==> src/rtl/apb_master_bridge.sv <==
// Single-outstanding APB4 requester: takes one valid/ready command, runs the
// APB SETUP/ACCESS transfer and holds the result on a valid/ready response.
module apb_master_bridge #(
  parameter int ADDR_WIDTH = 32,
  parameter int DATA_WIDTH = 32,
  parameter int TIMEOUT    = 255
) (
  input  logic                    pclk,
  input  logic                    preset,
  input  logic                    cmd_valid,
  output logic                    cmd_ready,
  input  logic                    cmd_write,
  input  logic [ADDR_WIDTH-1:0]   cmd_addr,
  input  logic [DATA_WIDTH-1:0]   cmd_wdata,
  input  logic [DATA_WIDTH/8-1:0] cmd_strb,
  input  logic [2:0]              cmd_prot,
  output logic                    rsp_valid,
  input  logic                    rsp_ready,
  output logic [DATA_WIDTH-1:0]   rsp_rdata,
  output logic                    rsp_err,
  output logic                    rsp_timeout,
  output logic [ADDR_WIDTH-1:0]   paddr,
  output logic [2:0]              pprot,
  output logic                    psel,
  output logic                    penable,
  output logic                    pwrite,
  output logic [DATA_WIDTH-1:0]   pwdata,
  output logic [DATA_WIDTH/8-1:0] pstrb,
  input  logic                    pready,
  input  logic [DATA_WIDTH-1:0]   prdata,
  input  logic                    pslverr,
  output logic [1:0]              state_dbg
);

  // Handshakes: a transfer happens on a rising pclk edge where valid and
  // ready are both high; valid holds its payload stable until that edge.
  typedef enum logic [1:0] {IDLE = 2'd0, SETUP = 2'd1, ACCESS = 2'd2, RESP = 2'd3} state_e;

  localparam int CW = (TIMEOUT > 0) ? $clog2(TIMEOUT + 1) : 1;
  localparam logic [CW-1:0] TO_LAST = (TIMEOUT > 0) ? CW'(TIMEOUT - 1) : '0;

  state_e                  state_q;
  logic [CW-1:0]           cnt_q;
  logic [ADDR_WIDTH-1:0]   paddr_q;
  logic [2:0]              pprot_q;
  logic                    pwrite_q;
  logic [DATA_WIDTH-1:0]   pwdata_q;
  logic [DATA_WIDTH/8-1:0] pstrb_q;
  logic [DATA_WIDTH-1:0]   rsp_rdata_q;
  logic                    rsp_err_q;
  logic                    rsp_timeout_q;

  always_ff @(posedge pclk or posedge preset) begin
    if (preset) begin
      state_q       <= IDLE;
      cnt_q         <= '0;
      paddr_q       <= '0;
      pprot_q       <= '0;
      pwrite_q      <= 1'b0;
      pwdata_q      <= '0;
      pstrb_q       <= '0;
      rsp_rdata_q   <= '0;
      rsp_err_q     <= 1'b0;
      rsp_timeout_q <= 1'b0;
    end else begin
      case (state_q)
        IDLE: begin
          if (cmd_valid) begin
            paddr_q  <= cmd_addr;
            pprot_q  <= cmd_prot;
            pwrite_q <= cmd_write;
            // Reads carry no strobes and leave the old write data on the bus.
            if (cmd_write) begin
              pwdata_q <= cmd_wdata;
              pstrb_q  <= cmd_strb;
            end else begin
              pstrb_q  <= '0;
            end
            state_q <= SETUP;
          end
        end
        SETUP: begin
          cnt_q   <= '0;
          state_q <= ACCESS;
        end
        ACCESS: begin
          if (pready) begin
            rsp_err_q     <= pslverr;
            rsp_timeout_q <= 1'b0;
            rsp_rdata_q   <= pwrite_q ? '0 : prdata;
            state_q       <= RESP;
          end else if ((TIMEOUT != 0) && (cnt_q == TO_LAST)) begin
            rsp_err_q     <= 1'b1;
            rsp_timeout_q <= 1'b1;
            rsp_rdata_q   <= '0;
            state_q       <= RESP;
          end else if (cnt_q != '1) begin
            cnt_q <= cnt_q + 1'b1;
          end
        end
        RESP: begin
          if (rsp_ready) state_q <= IDLE;
        end
        default: state_q <= IDLE;
      endcase
    end
  end

  // Bus controls decode straight from state so reset removes them at once.
  assign cmd_ready   = (state_q == IDLE);
  assign psel        = (state_q == SETUP) || (state_q == ACCESS);
  assign penable     = (state_q == ACCESS);
  assign rsp_valid   = (state_q == RESP);
  assign paddr       = paddr_q;
  assign pprot       = pprot_q;
  assign pwrite      = pwrite_q;
  assign pwdata      = pwdata_q;
  assign pstrb       = pstrb_q;
  assign rsp_rdata   = rsp_rdata_q;
  assign rsp_err     = rsp_err_q;
  assign rsp_timeout = rsp_timeout_q;
  assign state_dbg   = state_q;

endmodule

==> config.mk <==
export PLATFORM = sky130hd
export DESIGN_NAME = apb_master_bridge
export DESIGN_NICKNAME = d
export VERILOG_FILES = /design/src/rtl/apb_master_bridge.sv
export SDC_FILE = /design/constraint.sdc
export NUM_CORES = 1
export LEC_CHECK = 0
export ABC_AREA = 1
export CORE_ASPECT_RATIO = 1.25
export CORE_MARGIN = 1
export CORE_UTILIZATION = 42
export DETAILED_ROUTE_END_ITERATION = 8
export GPL_ROUTABILITY_DRIVEN = 0
export PLACE_DENSITY = 0.83
export SLEW_MARGIN = 20
export SYNTH_ARGS = -nofsm -noshare
export SYNTH_HDL_FRONTEND = slang
export SYNTH_SLANG_ARGS = --single-unit
export TNS_END_PERCENT = 1
==> constraint.sdc <==
create_clock -name pclk -period 5.34 [get_ports pclk]
set_clock_uncertainty 0.15 [all_clocks]
set_input_delay 1.068 -clock pclk [delete_from_list [all_inputs] [get_ports pclk]]
set_output_delay 1.068 -clock pclk [all_outputs]
set_load 0.05 [all_outputs]
==> flow_summary.yaml <==
outcome:
  run_status: "finished, final reports clean"
worst_setup_path:
  cp_top_family: "buffers and inverters"
  cp_max_fo: 45
  critPathSlowestCell: "clkdlybuf4s50_1"
  crit_required_ps: 5460
  crit_chain: "clkdlybuf4s50_1, nand2_2, inv_4, nand2_4, mux2_4"
  path_class: "input pin to register"
  critPathCaptureType: "register"
  slowest_delay_ps: 510
  arrival_ps: 3450
  critPathBufInv: 2
  start_kind: "input pin"
clock_tree:
  ctsResizeCount: 0
  clock-root-buffer: "clkbuf_16"
  cts_tree: "yes"
  cts_made_buffers: 17
  cts_max_path_buffers: 2
  clk_pin_slew_ps: 50
  clkSinkCount: 116
  ctsHoldBuffers: 0
  postCtsSetupBuffers: 0
  insertion_delay_ps: 400
  cts-htree-levels: 4
drt:
  route.detailed.drc: 0
  viasPerCell: 5.020
  dr_total_vias: 4282
  drt-total-wl_mm: 13.52
  first_pass_iters: 6
  drt_iter0_drc: 145
  ant_nets: 0
  routedWlPerCell_um: 15.85
logic_synthesis:
  synth_edf_count: 0
  syn_area_mm2: 0.004930
  async_flop_share_pct: 100.0
  synthCells: 488
  syn_nets: 604
  yosys.cell_types.count: 28
  syn_avg_cell_area_um2: 10.10
  ys.flop_type: "dfrtp_1"
  ys_ff_latch: 116
  seq_area_frac_synth_pct: 58.88
  ys_warn_count: 0
pwr:
  p_leak_nw: 3.762
  pwr_density_cell_mw_per_mm2: 765.1
  ir_worst_vdd_mv: 0.4117
sta:
  setup_violations: 0
  hold_violations: 0
  finalSetupTns_ps: 0
  slew_viol_final: 0
  setup_ws_ps: 2010
  worst_pin_slew_ps: 790.3
  hold_ws_ps: 326.0
  rsz0062_at_grt: "false"
  fin_crit_ps: 3330
  slew_headroom_pct: 47.13
  max_freq_mhz: 300.3
  min_period_over_period_pct: 62.36
grt:
  track_usage_pct: 22.68
  grt_start_max_net_pins: 85
  grt_pass1_wl_mm: 21.21
  grt_pass1_vias: 4319
  grt.overflow.total: 0
  antenna_found_initial: 0
flow_run:
  drv_cap: 0
min_path:
  hp-class: "register to register"
placement:
  dp.cells: 821
  dp_worst_setup_slack_ps: 1615
  dp_hpwl_mm: 9.452
  port_buffers: 221
die:
  die_w_um: 98.90
  initial_utilization_pct: 43.84
  core_region_area_mm2: 0.01124
  die-area_mm2: 0.01218
  pin_count: 222
  die_h_um: 123.1
  rows: 43
cells_and_area:
  stdcell_count: 853
  final_common_cell: "clkdlybuf4s50_1"
  area_delta_synth_final_pct: 59.49
  drive_gt1_share_pct: 10.86
  fill_cells: 807
  layout_common_cells: "221 x clkdlybuf4s50_1, 179 x nand2_1, 116 x dfrtp_1"
  nNetsFinal: 821
  diodes: 0
==> synth_stat cells, types with 2 or more instances <==
library cell / instances / area, um^2
nor2_1: 15 / 56.30
ha_1: 6 / 75.07
nand2_4: 3 / 33.78
nand3_1: 69 / 345.3
buf_2: 6 / 30.03
inv_2: 2 / 7.510
dfrtp_1: 116 / 2903
mux2_2: 3 / 33.78
a21oi_1: 3 / 15.01
buf_6: 5 / 56.30
mux2_4: 29 / 435.4
o21ai_0: 9 / 45.04
inv_1: 13 / 48.80
buf_4: 2 / 15.01
o21ai_1: 6 / 30.03
nand2_1: 179 / 671.9
clkbuf_1: 11 / 41.29
==> worst paths after layout <==
kind | startpoint | to | slack (ps) | cells after the start
max | cmd_valid | pwdata[23] | 2010 | 5
min | paddr[3] | paddr[3] | 330 | 2
max reg2reg | state_dbg[0] | pwdata[30] | 2360 | 6
min reg2reg | paddr[3] | paddr[3] | 330 | 2
max in group asynchronous | preset | rsp_rdata[22] | 3050 | 3
min in group asynchronous | preset | pwdata[26] | 1050 | 2
==> worst min-delay path, stage by stage, from the launching register on <==
cell     delay, ps
dfrtp_1        340
nand2_1         50
nand2_1         50
==> area by class of cell <==
| cell class | count | area [um^2] | area share, % |
|---|---|---|---|
| Clock buffer | 24 | 501.7 | 6.381 |
| Clock inverter | 8 | 168.9 | 2.148 |
| Inverter | 16 | 67.56 | 0.8593 |
| Multi-Input combinational cell | 331 | 1826 | 23.22 |
| Sequential cell | 116 | 2903 | 36.92 |
| Tap cell | 135 | 168.9 | 2.148 |
| Timing Repair Buffer | 223 | 2227 | 28.33 |
==> report_power, final <==
group	internal (mW)	total, mW	leakage [nW]	switching, mW
clock network	0.890	1.27	0.330	0.380
registers	1.28	1.53	1.46	0.253
logic	1.10	3.21	1.97	2.12
==> registers in the layout, summed over array words and instances (netlist names), 2 cells and up <==
name       flops
cnt_q          8
pstrb          4
rsp_rdata     32
pprot          3
pwdata        32
state_dbg      2
paddr         32
==> kinds of logic (layout without fill, tap and decap cells) <==
logic type,count (synthesis),count (layout),synth area share (%)
buffers and inverters,41,271,4.239
AO/OA/AOI/OAI,20,20,2.107
flip-flops,116,116,58.88
multiplexers,32,32,9.518
adder cells (fa/ha/maj),6,6,1.523
AND/OR/NAND/NOR,273,273,23.73
==> metrics by stage <==
step | instance area, um^2 | total power, mW | util [%]
3_5_place_dp | 7189 | 4.749 | 63.94
2_1_floorplan | 4930 | 3.657 | -
5_1_grt | 7863 | 6.282 | 69.92
3_3_place_gp | 7184 | 4.676 | 63.89
4_1_cts | 7860 | 6.057 | 69.90
6_report | 7863 | 6.015 | 69.92
==> routing by layer <==
| layer | up-vias | GRT usage (%) | share of wire [%] |
|---|---|---|---|
| met2 | 202 | 38.46 | 51 |
| met3 | 30 | 5.992 | 7.0 |
| met4 | 0 | 11.94 | 3.0 |
| li1 | 2014 | - | - |
| met5 | - | 0 | 0 |
| met1 | 2036 | 26.49 | 39 |
No activity file was read; power rests on OpenSTA's default activity.
